$ cat src/rtl/aes_128_inv_control_4clk_if.sv
// ---------------------------------------------------------------------------
// aes_128_inv_control_4clk_if
//   Host-side handshake bundle of the AES-128 inverse-cipher sequencer.
//   Handshake: in_en is a one-cycle request pulse; it is accepted only when
//   busy is 0 in the same cycle. busy stays 1 from the cycle after acceptance
//   through the out_en cycle. out_en is a one-cycle completion pulse. An in_en
//   seen while busy is dropped and answered one cycle later by
//   in_en_collision_irq_pulse.
//   Signals:
//     in_en                      host -> seq  block request pulse
//     key_new                    host -> seq  key differs from cached expansion
//     busy                       seq  -> host sequencer not in IDLE
//     out_en                     seq  -> host plaintext valid pulse
//     in_en_collision_irq_pulse  seq  -> host request dropped while busy
// ---------------------------------------------------------------------------
interface aes_128_inv_control_4clk_if;
    logic in_en;
    logic key_new;
    logic busy;
    logic out_en;
    logic in_en_collision_irq_pulse;

    modport master (
        output in_en,
        output key_new,
        input  busy,
        input  out_en,
        input  in_en_collision_irq_pulse
    );

    modport slave (
        input  in_en,
        input  key_new,
        output busy,
        output out_en,
        output in_en_collision_irq_pulse
    );
endinterface

$ cat src/rtl/aes_128_inv_control_4clk.sv
// ---------------------------------------------------------------------------
// aes_128_inv_control_4clk
//   Sequencer for the AES-128 inverse cipher datapath. On an accepted request
//   it optionally expands the cipher key forward into the round-key store,
//   performs the initial AddRoundKey with rk[10], then runs inverse rounds
//   using round keys 9 down to 0 (CLK_PER_ROUND clocks each) and pulses
//   out_en.
//   Ports:
//     clk               clock, rising edge
//     kill_n            asynchronous active-low reset
//     host              handshake bundle (in_en, key_new, busy, out_en, irq)
//     key_exp_en        forward key-expansion step enable
//     key_wr            write current expanded key at round_key_idx
//     round_key_idx     round-key store index 0..10
//     load_state        load state = ciphertext ^ rk[10]
//     round_en          inverse-round datapath enable
//     round_done        last phase of a round, state register updates
//     bypass_invmixcol  final round: skip InvMixColumns
//     dbg_state         current FSM state encoding
//   All outputs are decoded from registers only.
// ---------------------------------------------------------------------------
module aes_128_inv_control_4clk #(
    parameter int CLK_PER_ROUND = 4,   // 2..8
    parameter int KEY_EXP_CLK   = 1    // 1..4
) (
    input  logic                           clk,
    input  logic                           kill_n,
    aes_128_inv_control_4clk_if.slave      host,
    output logic                           key_exp_en,
    output logic                           key_wr,
    output logic [3:0]                     round_key_idx,
    output logic                           load_state,
    output logic                           round_en,
    output logic                           round_done,
    output logic                           bypass_invmixcol,
    output logic [2:0]                     dbg_state
);

    typedef enum logic [2:0] {
        S_IDLE     = 3'd0,
        S_KEY_EXP  = 3'd1,
        S_INIT_ADD = 3'd2,
        S_ROUNDS   = 3'd3,
        S_DONE     = 3'd4
    } state_t;

    localparam logic [1:0] KEY_LAST   = 2'(KEY_EXP_CLK - 1);
    localparam logic [2:0] PHASE_LAST = 3'(CLK_PER_ROUND - 1);

    state_t     state_q, state_d;
    logic [3:0] step_q,  step_d;    // key-expansion step 0..10
    logic [1:0] sub_q,   sub_d;     // clock within an expansion step
    logic [2:0] phase_q, phase_d;   // clock within an inverse round
    logic [3:0] rnd_q,   rnd_d;     // current round key index 9..0
    logic       kv_q,    kv_d;      // cached key expansion is valid
    logic       irq_q,   irq_d;

    always_ff @(posedge clk or negedge kill_n) begin
        if (!kill_n) begin
            state_q <= S_IDLE;
            step_q  <= 4'd0;
            sub_q   <= 2'd0;
            phase_q <= 3'd0;
            rnd_q   <= 4'd0;
            kv_q    <= 1'b0;
            irq_q   <= 1'b0;
        end else begin
            state_q <= state_d;
            step_q  <= step_d;
            sub_q   <= sub_d;
            phase_q <= phase_d;
            rnd_q   <= rnd_d;
            kv_q    <= kv_d;
            irq_q   <= irq_d;
        end
    end

    // Next-state logic. A request arriving outside IDLE changes nothing but
    // the collision pulse.
    always_comb begin
        state_d = state_q;
        step_d  = step_q;
        sub_d   = sub_q;
        phase_d = phase_q;
        rnd_d   = rnd_q;
        kv_d    = kv_q;
        irq_d   = host.in_en & (state_q != S_IDLE);

        case (state_q)
            S_IDLE: begin
                if (host.in_en) begin
                    step_d  = 4'd0;
                    sub_d   = 2'd0;
                    phase_d = 3'd0;
                    rnd_d   = 4'd9;
                    state_d = (host.key_new || !kv_q) ? S_KEY_EXP : S_INIT_ADD;
                end
            end
            S_KEY_EXP: begin
                // Step 0 only stores the cipher key and always lasts one cycle.
                if (step_q == 4'd0) begin
                    step_d = 4'd1;
                    sub_d  = 2'd0;
                end else if (sub_q == KEY_LAST) begin
                    if (step_q == 4'd10) begin
                        kv_d    = 1'b1;
                        state_d = S_INIT_ADD;
                    end else begin
                        step_d = step_q + 4'd1;
                        sub_d  = 2'd0;
                    end
                end else begin
                    sub_d = sub_q + 2'd1;
                end
            end
            S_INIT_ADD: begin
                rnd_d   = 4'd9;
                phase_d = 3'd0;
                state_d = S_ROUNDS;
            end
            S_ROUNDS: begin
                if (phase_q == PHASE_LAST) begin
                    if (rnd_q == 4'd0) begin
                        state_d = S_DONE;
                    end else begin
                        rnd_d   = rnd_q - 4'd1;
                        phase_d = 3'd0;
                    end
                end else begin
                    phase_d = phase_q + 3'd1;
                end
            end
            S_DONE: begin
                state_d = S_IDLE;
            end
            default: begin
                state_d = S_IDLE;
            end
        endcase
    end

    // Output decode from registered state only.
    always_comb begin
        host.busy                      = (state_q != S_IDLE);
        host.out_en                    = (state_q == S_DONE);
        host.in_en_collision_irq_pulse = irq_q;
        key_exp_en                     = 1'b0;
        key_wr                         = 1'b0;
        round_key_idx                  = 4'd0;
        load_state                     = 1'b0;
        round_en                       = 1'b0;
        round_done                     = 1'b0;
        bypass_invmixcol               = 1'b0;
        dbg_state                      = state_q;

        case (state_q)
            S_KEY_EXP: begin
                round_key_idx = step_q;
                key_exp_en    = (step_q != 4'd0);
                key_wr        = (step_q == 4'd0) || (sub_q == KEY_LAST);
            end
            S_INIT_ADD: begin
                round_key_idx = 4'd10;
                load_state    = 1'b1;
            end
            S_ROUNDS: begin
                round_key_idx    = rnd_q;
                round_en         = 1'b1;
                round_done       = (phase_q == PHASE_LAST);
                bypass_invmixcol = (rnd_q == 4'd0);
            end
            default: begin
            end
        endcase
    end

endmodule

$ cat src/flat_wrapper.sv
// flat-port wrapper written by rule: the top's interface ports become plain ports
module aes_128_inv_control_4clk_flat 
#(
    parameter int CLK_PER_ROUND = 4,          
    parameter int KEY_EXP_CLK   = 1           
)
  (clk, kill_n, key_exp_en, key_wr, round_key_idx, load_state, round_en, round_done, bypass_invmixcol, dbg_state, host_in_en, host_key_new, host_busy, host_out_en, host_in_en_collision_irq_pulse);
  aes_128_inv_control_4clk_if host_i ();
  input  logic clk;
  input  logic kill_n;
  output logic key_exp_en;
  output logic key_wr;
  output logic [3:0] round_key_idx;
  output logic load_state;
  output logic round_en;
  output logic round_done;
  output logic bypass_invmixcol;
  output logic [2:0] dbg_state;
  input wire logic [$bits(host_i.in_en)-1:0] host_in_en;
  input wire logic [$bits(host_i.key_new)-1:0] host_key_new;
  output wire logic [$bits(host_i.busy)-1:0] host_busy;
  output wire logic [$bits(host_i.out_en)-1:0] host_out_en;
  output wire logic [$bits(host_i.in_en_collision_irq_pulse)-1:0] host_in_en_collision_irq_pulse;
  assign host_i.in_en = host_in_en;
  assign host_i.key_new = host_key_new;
  assign host_busy = host_i.busy;
  assign host_out_en = host_i.out_en;
  assign host_in_en_collision_irq_pulse = host_i.in_en_collision_irq_pulse;
  aes_128_inv_control_4clk #(.CLK_PER_ROUND(CLK_PER_ROUND), .KEY_EXP_CLK(KEY_EXP_CLK)) u_core (.clk(clk), .kill_n(kill_n), .host(host_i), .key_exp_en(key_exp_en), .key_wr(key_wr), .round_key_idx(round_key_idx), .load_state(load_state), .round_en(round_en), .round_done(round_done), .bypass_invmixcol(bypass_invmixcol), .dbg_state(dbg_state));
endmodule
$ cat config.mk
export PLATFORM = sky130hd
export DESIGN_NAME = aes_128_inv_control_4clk_flat
export DESIGN_NICKNAME = d
export VERILOG_FILES = /design/src/rtl/aes_128_inv_control_4clk_if.sv /design/src/rtl/aes_128_inv_control_4clk.sv /design/src/flat_wrapper.sv
export SDC_FILE = /design/constraint.sdc
export NUM_CORES = 1
export LEC_CHECK = 0
export ABC_AREA = 1
export BUFFER_PORTS_ARGS = -buffer_cell sky130_fd_sc_hd__buf_4
export CAP_MARGIN = 40
export CORE_MARGIN = 5
export CORE_UTILIZATION = 58
export CTS_BUF_LIST = sky130_fd_sc_hd__clkbuf_4
export DETAILED_ROUTE_END_ITERATION = 10
export PLACE_DENSITY = 0.81
export RECOVER_POWER = 50
export SYNTH_ARGS = -nofsm -noshare
export SYNTH_HDL_FRONTEND = slang
export SYNTH_SLANG_ARGS = --single-unit
export TNS_END_PERCENT = 100
$ cat constraint.sdc
create_clock -name clk -period 1.5 [get_ports clk]
set_input_delay 0.075 -clock clk [delete_from_list [all_inputs] [get_ports clk]]
set_output_delay 0.075 -clock clk [all_outputs]
set_load 0.005 [all_outputs]
# == Yosys cells after proc, flatten, opt, wreduce, memory -nomap -nowiden ==
# Cells that the tools add are included.
# totals
regBits,18
latch_bits,0
memories,0
ramBits,0
romBits,0
word_cells,80
# op_classes
mux,33
addsub,4
n_eq_ne,17
n_lt_le_gt_ge,0
reduce_logical,17
n_shift,0
div_mod_pow,0
mul,0
bitwise,2
# op_table
cell,count
$mux 4,7
$mux 3,9
$pmux 4 s3,2
$pmux 3 s4,1
$reduce_and 4->1,3
$mux 2,5
$eq 3x2->1 const B,3
$pmux 3 s3,1
$logic_not 4->1,2
$ne 2x1->1 const B,4
$pmux 4 s2,1
$mux 1,6
$ne 2x2->1 const B,3
$reduce_and 3->1,2
$reduce_and 6->1,1
$reduce_bool 3->1,2
$add 4x1->4 const B,1
$eq 4x4->1 const B,1
$ne 4x3->1 const B,1
$pmux 2 s2,1
$reduce_bool 4->1,1
$sub 4x1->4 const B,1
$add 3x1->3 const B,1
$eq 3x1->1 const B,1
12 further kinds,13

# == Longest topological paths before layout ==
# depth
ltp_word,5
mapped_depth,8

# == Worst setup path after synthesis ==
# Ideal clock, no wire load.
# synth_path
kind,flip-flop to flip-flop
start,register u_core.step_q[0]
end,register u_core.step_q[2]
path_buffers,0
stages_incl_launch_ff,8
t_arrival_ps,1179
setup_time_ps,117
slack_ps,205
period_less_slack_ps,1295
required_ps,1383
cell_sequence,dfrtp_1 -> inv_1 -> ha_1 -> nand3_2 -> nor2b_4 -> nand2_4 -> nand3_1 -> nand2_1
# synth_via
elab_chain_cells,5
elab_cells_between_ends,10
classes_between,1 x add/sub; 3 x eq/ne; 4 x mux; 2 x reduce/logical
# synth_lines
item,line,rtl
from (decl),aes_128_inv_control_4clk.sv:51,"logic [3:0] step_q, step_d;"
from (signal assigned),aes_128_inv_control_4clk.sv:69,step_q <= step_d;
$add 4x1->4,aes_128_inv_control_4clk.sv:109,step_d = step_q + 4'd1;
$mux 4,aes_128_inv_control_4clk.sv:105,if (step_q == 4'd10) begin
$mux 4,aes_128_inv_control_4clk.sv:104,end else if (sub_q == KEY_LAST) begin
$mux 4,aes_128_inv_control_4clk.sv:101,if (step_q == 4'd0) begin
$pmux 4 s2,aes_128_inv_control_4clk.sv:89,case (state_q)
# Parallel ways exist; a longest one is shown, timed or not. The select of a mux whose other input is x is not followed.
# A chain may end at the register's enable or synchronous reset.

# == Final worst setup path ==
# layout_path
start,"register u_core.state_q[2], in the netlist u_core.dbg_state[2]"
end,output round_key_idx[0]
# layout_via
elab_chain_cells,2
elab_cells_between_ends,4
classes_between,3 x eq/ne; 1 x mux
# layout_lines
item,line,rtl
from (decl),aes_128_inv_control_4clk.sv:50,"state_t state_q, state_d;"
from (signal assigned),aes_128_inv_control_4clk.sv:68,state_q <= state_d;
$eq 3x2->1 / $eq 3x1->1 (equally long branches),aes_128_inv_control_4clk.sv:156,case (state_q)
$pmux 4 s3 *,aes_128_inv_control_4clk.sv:156,
to (decl),flat_wrapper.sv:13,output logic [3:0] round_key_idx;
# Mark *: on every way between the ends. The rest lies on a longest branch, timed or not.

==> summary.txt <==
Timing
  • Sum Neg Setup Slack: -43.0 ps
  • Final cycle utilization of the critical path: 1.03
  • RSZ-0062 raised after global routing: true
  • Slew at the pin closest to its max-slew limit: approximately 1000 ps
  • Max-slew headroom: 0.332
  • Clock skew: a little over 4 ps
  • Worst setup margin: -43.0 ps
  • Final setup vio count: 1
  • Fmax: roughly 0.65 GHz
  • Max Slew Vio Count: 0
  • Final hold vios: 0
  • Tmin final: between 1500 and 2000 ps
  • Hold Slack: 31.4 ps

Route
  • Post-DR wirelength/cell: between 10 and 15 um
  • Via count: 1254
  • Total detailed-routing wirelength: 3.27 mm
  • Vias per inst: 5.52
  • DRC Markers: 0
  • Pre-antenna DRT Iters: 4
  • Starting DRT DRC Count: 62
  • Routed Antenna Nets: 0

Global route
  • Largest net degree at the start of global routing: 19
  • Initial antenna violation count: 0
  • Vias in the first global route: 1212
  • Gr ovfl total: 0
  • First-pass GRT wire length: between 5 and 6 mm
  • GRT Total Usage: 0.195

Clocking
  • CTS sink count: 18
  • Maximum level of the CTS H-tree: 1
  • Clk buf depth: 2
  • Clk Tree Root Cell: clkbuf_4
  • Clk_lat worst skew: just over 300 ps
  • CTS tree: yes
  • Number of clock buffers inserted by TritonCTS: 3
  • Worst-path clk slew: around 110 ps

Synthesis
  • Synthesized area: 1250 um^2
  • Count leader, synth: nand2_1
  • Flops & latches, synth: 18
  • Post-synthesis sequential area ratio: 0.359
  • YS warnings: 0
  • Synth area leader: dfrtp_1
  • Syn_nets: 176
  • Synthesized instance count: 164
  • Top cell type's share of synthesized area: 0.359
  • Top cells by area, synth: dfrtp_1 36%, nand2_1 13%, ha_1 8.0%
  • Mean Syn Cell Area: about 7.6 um^2
  • Distinct cell type count after synthesis: 28
  • EDFF count, synth: 0
  • Most frequent cells after synthesis: 45 x nand2_1, 19 x inv_1, 18 x dfrtp_1, 16 x nor2_1, 14 x nand3_1
  • FFs w/ async S/R, synth: 1.00
  • Prevailing post-synth register cell: dfrtp_1

Finish
  • Layout net count: between 200 and 250
  • Antenna cells: 0
  • Layout cells sized above 1: 0.345
  • Syn-to-layout area delta: 27.7%
  • Finished Cell Area: about 1600 um^2
  • Core Util, Final: 0.800

Placed design
  • Cell area after placement: about 1400 um^2
  • I/O Buffers: 19
  • Routability cong.: 0.836
  • Dpl hpwl: 2.13 mm

Worst hold path
  • HP Start: host_in_en
  • Hold WC Path Type: in2reg

Die
  • Die footprint: 3190 um^2
  • Row Count: 16
  • Die X: about 56 um
  • Die Y: 56.5 um
  • I/O pins: 20
  • Initial core utilization: 0.626
  • Core area: ~2000 um^2

Power
  • P_leak: 0.868 nW
  • VDD IR-drop max: 0.00137 V
  • PD cells: ~1900 nW/um^2

Setup path
  • CP max FO: 10
  • Critical Path Start: u_core.dbg_state[2]
  • Arr. time, crit path: 1470 ps
  • Crit Reg-Reg Startpoint: u_core.step_q[1]
  • CP Capture Type: primary output
  • Startpoint type of the worst setup path: flip-flop
  • WS Path Type: reg2out
  • Worst Path Required: 1420 ps

Run status
  • Outcome: finished with violations
  • Failing checks: negative setup slack

Run
  • # Max-Cap Violations: 0
-- critical path, cell delays in order, from the launching register on --
cell and delay (ps):
dfrtp_2 510, nor2_4 140, nand2_4 120, o22ai_1 240, buf_4 150
-- sequential cells by signal, summed over array words and instances, names as in the netlist --
register and cells:
u_core.rnd_q 4, u_core.step_q 4, u_core.dbg_state 3, u_core.phase_q 3
u_core.sub_q 2, u_core.host.in_en_collision_irq_pulse 1, u_core.kv_q 1
-- cells in the final DEF (no fill, tap or decap) --
master / n
nand2_1: 43
buf_4: 32
inv_1: 17
nor2_1: 14
nand3_1: 14
dfrtp_1: 14
ha_1: 7
nand2_2: 5
nand2_4: 5
nand4_1: 5
nand3_2: 4
a21oi_1: 4
dfrtp_2: 4
inv_2: 3
o21ai_1: 3
clkbuf_4: 3
nor2_4: 2
inv_4: 2
o22ai_1: 2
o21ai_2: 2
clkbuf_1: 2
nor2_2: 1
o221ai_2: 1
nor2b_4: 1
nor2_8: 1
nor3_1: 1
o221ai_1: 1
nand3_4: 1
or2_0: 1
nand3b_1: 1
or2_2: 1
o21ai_0: 1
ha_2: 1
dlygate4sd3_1: 1
-- logic make-up after synthesis --
kind of cell / share of synthesized area
AO/OA/AOI/OAI: 0.0699
flip-flops: 0.359
AND/OR/NAND/NOR: 0.413
adder cells (fa/ha/maj): 0.0798
buffers and inverters: 0.0778
-- final timing paths --
check                      cells after the start  slack [ps]                                    end
max in group asynchronous                      2         400                    u_core.dbg_state[0]
setup reg to reg                               9          40                       u_core.step_q[0]
setup / recovery                               4         -40                       round_key_idx[0]
hold / removal                                 3          30  u_core.host.in_en_collision_irq_pulse
hold reg to reg                                2         470                            u_core.kv_q
min in group asynchronous                      2         430                       u_core.step_q[0]
-- metrics by stage --
stage                     setup WS (ps)  power [mW]  cells
after floorplan                     205        1.86    164
after detailed placement           77.0        2.39    211
final                             -43.0        3.06    227
after CTS                          10.2        2.74    218
after global routing              -71.2        3.27    227
after global placement              139        2.33    211
-- where the power goes --
part / internal, mW / total (mW) / switching, mW
clock: 0.0941 / 0.263 / 0.169
combinational: 0.877 / 1.99 / 1.12
sequential: 0.624 / 0.802 / 0.177
total: 1.60 / 3.06 / 1.46
-- cell type report --
class / instances / area [um^2]
flip-flops and latches: 18 / 455
repair buffers: 35 / 258
clock buffers: 3 / 22.5
fillers: 130 / 400
multi-input cells: 122 / 744
inverters: 22 / 87.6
well taps: 27 / 33.8
-- repair_timing --
action	in CTS	in global routing
gates resized for setup	7	10
gates cloned	0	0
pin swaps	0	1
hold buffers	1	0
setup endpoints to repair	8	18
hold endpoints to repair	18	0
setup buffers	3	9
-- layer usage --
| layer | up-vias | global-route usage | part of all wire |
|---|---|---|---|
| li1 | 601 | - | - |
| met1 | 586 | 0.266 | 0.43 |
| met2 | 60 | 0.312 | 0.49 |
| met3 | 7 | 0.0275 | 0.060 |
| met4 | 0 | 0.0678 | 0.018 |
| met5 | - | 0 | 0 |
(Power assumes the default switching activity.)
